## src/rtl/hilo_acc_reg_if.sv

```systemverilog
// rtl/hilo_acc_reg_if.sv - HI/LO unit bus: direct writes, accumulate request, register outputs
interface hilo_acc_reg_if #(
  parameter int WIDTH = 32
);
  logic             we_hi;
  logic             we_lo;
  logic [WIDTH-1:0] hi_i;
  logic [WIDTH-1:0] lo_i;
  logic             acc_valid;
  logic             acc_signed;
  logic             acc_sub;
  logic [WIDTH-1:0] op_a;
  logic [WIDTH-1:0] op_b;
  logic [WIDTH-1:0] hi_o;
  logic [WIDTH-1:0] lo_o;
  logic             busy;
  logic             done;

  modport master (
    output we_hi, we_lo, hi_i, lo_i, acc_valid, acc_signed, acc_sub, op_a, op_b,
    input  hi_o, lo_o, busy, done
  );

  modport slave (
    input  we_hi, we_lo, hi_i, lo_i, acc_valid, acc_signed, acc_sub, op_a, op_b,
    output hi_o, lo_o, busy, done
  );
endinterface

```

## src/rtl/hilo_acc_reg.sv

```systemverilog
// rtl/hilo_acc_reg.sv - MIPS32 HI/LO registers with multi-cycle multiply-accumulate
module hilo_acc_reg #(
  parameter int WIDTH  = 32,
  parameter bit ACC_EN = 1'b1
) (
  input  logic          clk,
  input  logic          rst,
  hilo_acc_reg_if.slave bus
);

  typedef enum logic [1:0] {IDLE, MUL, ACC} state_t;

  state_t             state;
  logic [WIDTH-1:0]   hi_q;
  logic [WIDTH-1:0]   lo_q;
  logic [WIDTH-1:0]   opa_q;
  logic [WIDTH-1:0]   opb_q;
  logic               sgn_q;
  logic               sub_q;
  logic               done_q;
  logic [2*WIDTH-1:0] prod_q;

  logic [2*WIDTH-1:0] ext_a;
  logic [2*WIDTH-1:0] ext_b;
  logic [2*WIDTH-1:0] prod_d;
  logic [2*WIDTH-1:0] hilo;
  logic [2*WIDTH-1:0] acc_d;

  // A 2W x 2W product truncated to 2W bits is exact for both signed and unsigned operands.
  assign ext_a  = sgn_q ? {{WIDTH{opa_q[WIDTH-1]}}, opa_q} : {{WIDTH{1'b0}}, opa_q};
  assign ext_b  = sgn_q ? {{WIDTH{opb_q[WIDTH-1]}}, opb_q} : {{WIDTH{1'b0}}, opb_q};
  assign prod_d = ext_a * ext_b;
  assign hilo   = {hi_q, lo_q};
  assign acc_d  = sub_q ? (hilo - prod_q) : (hilo + prod_q);

  always_ff @(posedge clk) begin
    if (!rst) begin
      state  <= IDLE;
      hi_q   <= '0;
      lo_q   <= '0;
      opa_q  <= '0;
      opb_q  <= '0;
      sgn_q  <= 1'b0;
      sub_q  <= 1'b0;
      done_q <= 1'b0;
      prod_q <= '0;
    end else begin
      done_q <= 1'b0;
      case (state)
        IDLE: begin
          if (bus.we_hi) hi_q <= bus.hi_i;
          if (bus.we_lo) lo_q <= bus.lo_i;
          // Operands are captured now; the accumulate reads HI/LO two edges later,
          // so it naturally sees any direct write made in this same cycle.
          if (bus.acc_valid && ACC_EN) begin
            opa_q <= bus.op_a;
            opb_q <= bus.op_b;
            sgn_q <= bus.acc_signed;
            sub_q <= bus.acc_sub;
            state <= MUL;
          end
        end
        MUL: begin
          prod_q <= prod_d;
          state  <= ACC;
        end
        ACC: begin
          {hi_q, lo_q} <= acc_d;
          done_q       <= 1'b1;
          state        <= IDLE;
        end
        default: state <= IDLE;
      endcase
    end
  end

  assign bus.hi_o = hi_q;
  assign bus.lo_o = lo_q;
  assign bus.busy = ACC_EN && (state != IDLE);
  assign bus.done = ACC_EN && done_q;

endmodule

```

## src/flat_wrapper.sv

```systemverilog
// flat-port wrapper written by rule: the top's interface ports become plain ports
module hilo_acc_reg_flat 
#(
  parameter int WIDTH  = 32,
  parameter bit ACC_EN = 1'b1
)
  (clk, rst, bus_we_hi, bus_we_lo, bus_hi_i, bus_lo_i, bus_acc_valid, bus_acc_signed, bus_acc_sub, bus_op_a, bus_op_b, bus_hi_o, bus_lo_o, bus_busy, bus_done);
  hilo_acc_reg_if #(.WIDTH(WIDTH)) bus_i ();
  input  logic clk;
  input  logic rst;
  input wire logic [$bits(bus_i.we_hi)-1:0] bus_we_hi;
  input wire logic [$bits(bus_i.we_lo)-1:0] bus_we_lo;
  input wire logic [$bits(bus_i.hi_i)-1:0] bus_hi_i;
  input wire logic [$bits(bus_i.lo_i)-1:0] bus_lo_i;
  input wire logic [$bits(bus_i.acc_valid)-1:0] bus_acc_valid;
  input wire logic [$bits(bus_i.acc_signed)-1:0] bus_acc_signed;
  input wire logic [$bits(bus_i.acc_sub)-1:0] bus_acc_sub;
  input wire logic [$bits(bus_i.op_a)-1:0] bus_op_a;
  input wire logic [$bits(bus_i.op_b)-1:0] bus_op_b;
  output wire logic [$bits(bus_i.hi_o)-1:0] bus_hi_o;
  output wire logic [$bits(bus_i.lo_o)-1:0] bus_lo_o;
  output wire logic [$bits(bus_i.busy)-1:0] bus_busy;
  output wire logic [$bits(bus_i.done)-1:0] bus_done;
  assign bus_i.we_hi = bus_we_hi;
  assign bus_i.we_lo = bus_we_lo;
  assign bus_i.hi_i = bus_hi_i;
  assign bus_i.lo_i = bus_lo_i;
  assign bus_i.acc_valid = bus_acc_valid;
  assign bus_i.acc_signed = bus_acc_signed;
  assign bus_i.acc_sub = bus_acc_sub;
  assign bus_i.op_a = bus_op_a;
  assign bus_i.op_b = bus_op_b;
  assign bus_hi_o = bus_i.hi_o;
  assign bus_lo_o = bus_i.lo_o;
  assign bus_busy = bus_i.busy;
  assign bus_done = bus_i.done;
  hilo_acc_reg #(.WIDTH(WIDTH), .ACC_EN(ACC_EN)) u_core (.clk(clk), .rst(rst), .bus(bus_i));
endmodule
```

## config.mk

```make
export PLATFORM = sky130hd
export DESIGN_NAME = hilo_acc_reg_flat
export DESIGN_NICKNAME = d
export VERILOG_FILES = /design/src/rtl/hilo_acc_reg_if.sv /design/src/rtl/hilo_acc_reg.sv /design/src/flat_wrapper.sv
export SDC_FILE = /design/constraint.sdc
export NUM_CORES = 2
export LEC_CHECK = 0
export CORE_MARGIN = 2
export CORE_UTILIZATION = 55
export DETAILED_ROUTE_END_ITERATION = 8
export GPL_TIMING_DRIVEN = 0
export PLACE_DENSITY = 0.74
export SETUP_SLACK_MARGIN = 0.1
export SYNTH_ARGS = -nofsm -noshare
export SYNTH_HDL_FRONTEND = slang
export SYNTH_SLANG_ARGS = --single-unit
```

## constraint.sdc

```tcl
create_clock -name clk -period 12.1 [get_ports clk]
set_input_delay 2.42 -clock clk [delete_from_list [all_inputs] [get_ports clk]]
set_output_delay 2.42 -clock clk [all_outputs]
set_load 0.05 [all_outputs]
```

# Yosys cells after proc, flatten, opt, wreduce, memory -nomap -nowiden
# Index checks and enable logic that the tools add are counted.
word_totals:
  word_cells: 33
  mem_bits_rw: 0
  mem_count: 0
  register_bits: 197
  mem_bits_ro: 0
  latchBits: 0
  input_bits: 135
op_classes:
  n_shift: 0
  mux: 10
  div_mod_pow: 0
  addsub: 2
  bitwise: 0
  order_cmp: 0
  n_mul: 1
  n_reduce_logical: 6
  eq_ne: 5
ops:
  columns: ["operator", "n"]
  rows:
  - ["2-to-1 mux 64 bit", 3]
  - ["one-hot mux 32 bit (2 select lines)", 2]
  - ["adder 64 bit", 1]
  - ["multiplier 64 x 64 -> 64 bit", 1]
  - ["2-to-1 mux 32 bit", 2]
  - ["subtractor 64 bit", 1]
  - ["inequality test 2 bit, second input constant", 3]
  - ["AND reduction 2 bit", 3]
  - ["one-hot mux 2 bit (2 select lines)", 1]
  - ["nonzero test 2 bit", 2]
  - ["equality test 2 x 1 -> 1 bit, second input constant", 1]
  - ["equality test 2 bit, second input constant", 1]
  - ["zero test 2 bit", 1]
  - ["2-to-1 mux 2 bit", 1]
  - ["2-to-1 mux 1 bit", 1]

# Longest topological paths before layout
depth:
  depth_word: 3
  mapped_depth: 37
  ltp_nobuf: 34

# Least setup slack after synthesis
# OpenSTA, ideal clock, no wires.
synth_timing:
  path_kind: "register to register"
  start: "reg u_core.sgn_q"
  end: "reg u_core.prod_q[58]"
  synth_period_minus_slack_ns: 9.234
  path_slack_ns: 2.866
  arrival_ns: 9.118
  stages_incl_launch_ff: 31
  required_time_ns: 11.983
  setup_ns: 0.117
  cell_sequence: "dfxtp_1 -> and2_1 -> clkbuf_1 -> clkbuf_1 -> nand2_1 -> fa_1 -> inv_1 -> fa_1 -> fa_1 -> inv_1 -> fa_1 -> inv_1 -> fa_1 -> fa_1 -> fa_1 -> fa_1 -> fa_1 -> inv_1 -> fa_1 -> inv_1 -> ha_1 -> nand4_1 -> inv_1 -> a221oi_1 -> o211ai_1 -> or4_1 -> o21ai_0 -> o21ai_0 -> a21oi_1 -> xnor2_1 -> a22o_1"
synth_via:
  elab_chain_cells: 2
  elab_cells_between_ends: 3
  cone_classes: "mul: 1; mux: 2"
synth_lines:
  columns: ["element", "line", "text"]
  rows:
  - ["from (decl)", "hilo_acc_reg.sv:18", "logic sgn_q;"]
  - ["from (signal assigned)", "hilo_acc_reg.sv:58", "sgn_q <= bus.acc_signed;"]
  - ["2-to-1 mux 64 bit (on tied branches)", "hilo_acc_reg.sv:30, hilo_acc_reg.sv:31", null]
  - ["multiplier 64 x 64 -> 64 bit *", "hilo_acc_reg.sv:32", "assign prod_d = ext_a * ext_b;"]
  - ["to (signal assigned)", "hilo_acc_reg.sv:64", "prod_q <= prod_d;"]
  - ["to (decl)", "hilo_acc_reg.sv:21", "logic [2*WIDTH-1:0] prod_q;"]
# Every way passes the cells marked *; elsewhere a longest branch is shown, timed or not.
# A chain may end at the register's enable or synchronous reset.

# Final worst setup path
layout_timing:
  start: "reg u_core.sgn_q"
  end: "reg u_core.prod_q[63]"
# Same word-level chain as after synthesis.

==> reports/metrics.yaml <==
clocking:
  clkTransAtPathRegs_ns: 0.08
  numCtsBuffers: 17
  root_buffer: "clkbuf_16"
  postCtsSetupBuffers: 0
  clk_latency_ns: 0.55
  cts_num_sinks: 197
  tritoncts: "yes"
  h-tree-depth: 4
  cts_buffer_depth: 2
placement:
  gp_congestion: 1.05
  dp_hpwl_um: 197000
  placed_cell_area_mm2: 0.0639
  place_inst: 8348
  numPortBuffers: 200
finish:
  fin_cells: 8386
  drive_above_1_share_pct: 0.976
  final_area_mm2: 0.0646
  area.growth.synth_to_final_pct: 7.44
  num-nets-final: 8882
global_routing:
  grtUsageTotal_pct: 42.0
  antenna_found_initial: 25
  grt_pass1_vias: 50877
  grt_pass1_wl_um: 334000
  grt-ovfl-total: 0
  grt_max_degree: 28
critical_path:
  crit_slowest_cell: "xnor2_1"
  startpoint_type: "flop"
  crit_buf_inv: 7
  cp.required_ns: 12.48
  path_delay_family: "adder cells"
  path_class: "flop to flop"
  critical_path_peak_fanout: 10
  worstPathArrival_ns: 11.97
  timing.reg2reg.setup_slack_ns: 0.51
  cp-end-kind: "flop"
  slowest_delay_ns: 1.01
  crit_top_cell: "fa_1"
sta:
  max_freq_mhz: 86.3
  rsz0062_at_grt: "no"
  report.final.slew_viol_count: 53
  clock_skew_ns: 0.0240
  finalCritPeriodShare_pct: 95.8
  final_hold_viol_count: 0
  slew_headroom_pct: -4.38
  finalSetupViolations: 0
  finalSetupTns_ns: 0
  worstMarginPinSlew_ns: 1.57
  post-route-min-period_ns: 11.59
synthesis:
  synth_most_common_cell: "inv_1"
  async_flop_share_pct: 0
  synth_top_area_share_pct: 47.2
  ys_ff_latch: 197
  synth_top_area_cell: "fa_1"
  synth_edf_count: 0
  synth_cells: 6732
  yosys-top-cells-count: "inv_1 (1,556), fa_1 (1,416), nand2_1 (837)"
  syn_area_mm2: 0.0601
  yosysWarnings: 0
  ys_types: 74
  synthFlopType: "dfxtp_1"
  seq_area_frac_synth_pct: 6.56
  synth.avg_cell_area_um2: 8.93
  yosys-top-cells-area: "fa_1 (47%), inv_1 (9.7%), ha_1 (7.9%), dfxtp_1 (6.6%), and2_1 (6.1%)"
  synth_nets: 8662
outcome:
  status: "complete, but fails checks"
  violations: "max-capacitance violations, max-slew violations"
route:
  vias: 48327
  wl_per_cell_um: 27.4
  viasPerCell: 5.76
  wirelength_um: 230000
  final_antenna_net_count: 0
  drtIter0Drc: 4540
  top_layer: "met5"
  route.met3.wl_um: 30500
  met2_length_um: 99500
  drtPass1Iterations: 6
  met1_length_um: 85300
  drc_errors: 0
worst_hold_path:
  hold_path.class: "flop to flop"
floorplanning:
  initial_core_util_pct: 55.4
  ios: 201
  die_w_um: 335
  die_y_um: 335
  core_area_mm2: 0.109
  row_count: 121
  dieArea_mm2: 0.112
run:
  maxCapViolCount: 5
power_and_ir_drop:
  p_total_mw: 4.57
  p_leak_nw: 32.1
  power_density_mw_per_mm2: 70.8
  ir_worst_vdd_mv: 0.113
[registers in the layout, indices dropped and copies added, names as in the netlist, 2 cells and up]
| signal | flops |
|---|---|
| u_core.opa_q | 32 |
| u_core.bus.hi_o | 32 |
| u_core.prod_q | 64 |
| u_core.opb_q | 32 |
| u_core.state | 2 |
| u_core.bus.lo_o | 32 |
[kinds of logic (layout without fill, tap and decap cells)]
logic type	after synthesis	count (layout)	synth area share [%]
AO/OA/AOI/OAI	742	742	7.65
XOR/XNOR	230	230	3.36
adder cells (fa/ha/maj)	1797	1797	55.1
buffers and inverters	1899	2132	11.9
flip-flops	197	197	6.56
multiplexers	32	32	0.548
other	0	7	0
AND/OR/NAND/NOR	1835	1835	14.9
[placed cells by master, fill, tap and decap left out, types with 9 or more instances in the layout]
cell type and instances:
a311oi_1 9, a21oi_1 323, nand3_1 49, o221ai_1 11, nand2_1 836, nor2b_1 17
nor4_1 11, clkbuf_16 17, nand4_1 33, o211ai_1 11, buf_1 22, a221oi_1 11
ha_1 379, o21ai_0 98, nor2_1 158, nand2b_1 19, clkdlybuf4s50_1 200, a31oi_1 28
xor2_1 52, o21bai_1 24, and3_1 40, a211oi_1 47, mux2i_1 25, nor3_1 42
clkbuf_1 315, inv_1 1556, dfxtp_1 197, or3_1 15, and2_1 583, fa_1 1416
xnor2_1 177, a21o_1 82, o21a_1 19
[through the flow]
| step | utilization, % | setup slack, ns | hold WS [ns] |
|---|---|---|---|
| after floorplan | - | 2.87 | 0.452 |
| after global placement | 58.8 | 0.129 | 0.468 |
| after detailed placement | 58.9 | 0.0941 | 0.475 |
| after CTS | 59.5 | 0.224 | 0.485 |
| after global routing | 59.5 | 0.197 | 0.505 |
| final | 59.5 | 0.509 | 0.483 |
[tightest hold or removal path: stages (launching register included)]
cell and delay, ns:
dfxtp_1 0.33, nand2_1 0.06, a21oi_1 0.05
[final timing paths]
check | from | to | depth (start not counted)
hold reg to reg | u_core.prod_q[9] | u_core.prod_q[9] | 2
setup / recovery | u_core.sgn_q | u_core.prod_q[63] | 29
hold / removal | u_core.prod_q[9] | u_core.prod_q[9] | 2
setup reg to reg | u_core.sgn_q | u_core.prod_q[63] | 29
[cell type report]
| type | instances | area (µm²) |
|---|---|---|
| Clock buffer | 18 | 429 |
| Tap cell | 1414 | 1770 |
| Fill cell | 9797 | 44000 |
| Antenna cell | 7 | 17.5 |
| Inverter | 1557 | 5840 |
| Buffer | 341 | 1290 |
| Timing Repair Buffer | 202 | 2040 |
| Clock inverter | 14 | 210 |
| Multi-Input combinational cell | 4636 | 49000 |
| Sequential cell | 197 | 3940 |
[report_power, final]
part           switching, mW  internal (mW)
Combinational           2.01           1.11
Sequential            0.0949          0.702
Clock                  0.324          0.335
[repair_timing]
| item | CTS | global route |
|---|---|---|
| gates cloned | 0 | 0 |
| hold buffers | 0 | 0 |
| endpoints found under the setup margin | 1 | 9 |
| pin swaps | 0 | 0 |
| gates resized for setup | 1 | 7 |
[layer usage]
metal,global-route usage (%),vias up
met5,0,-
met4,22.4,10
met3,15.8,613
met2,64.1,2866
met1,52.0,24255
li1,-,20583
(Power assumes the default switching activity.)
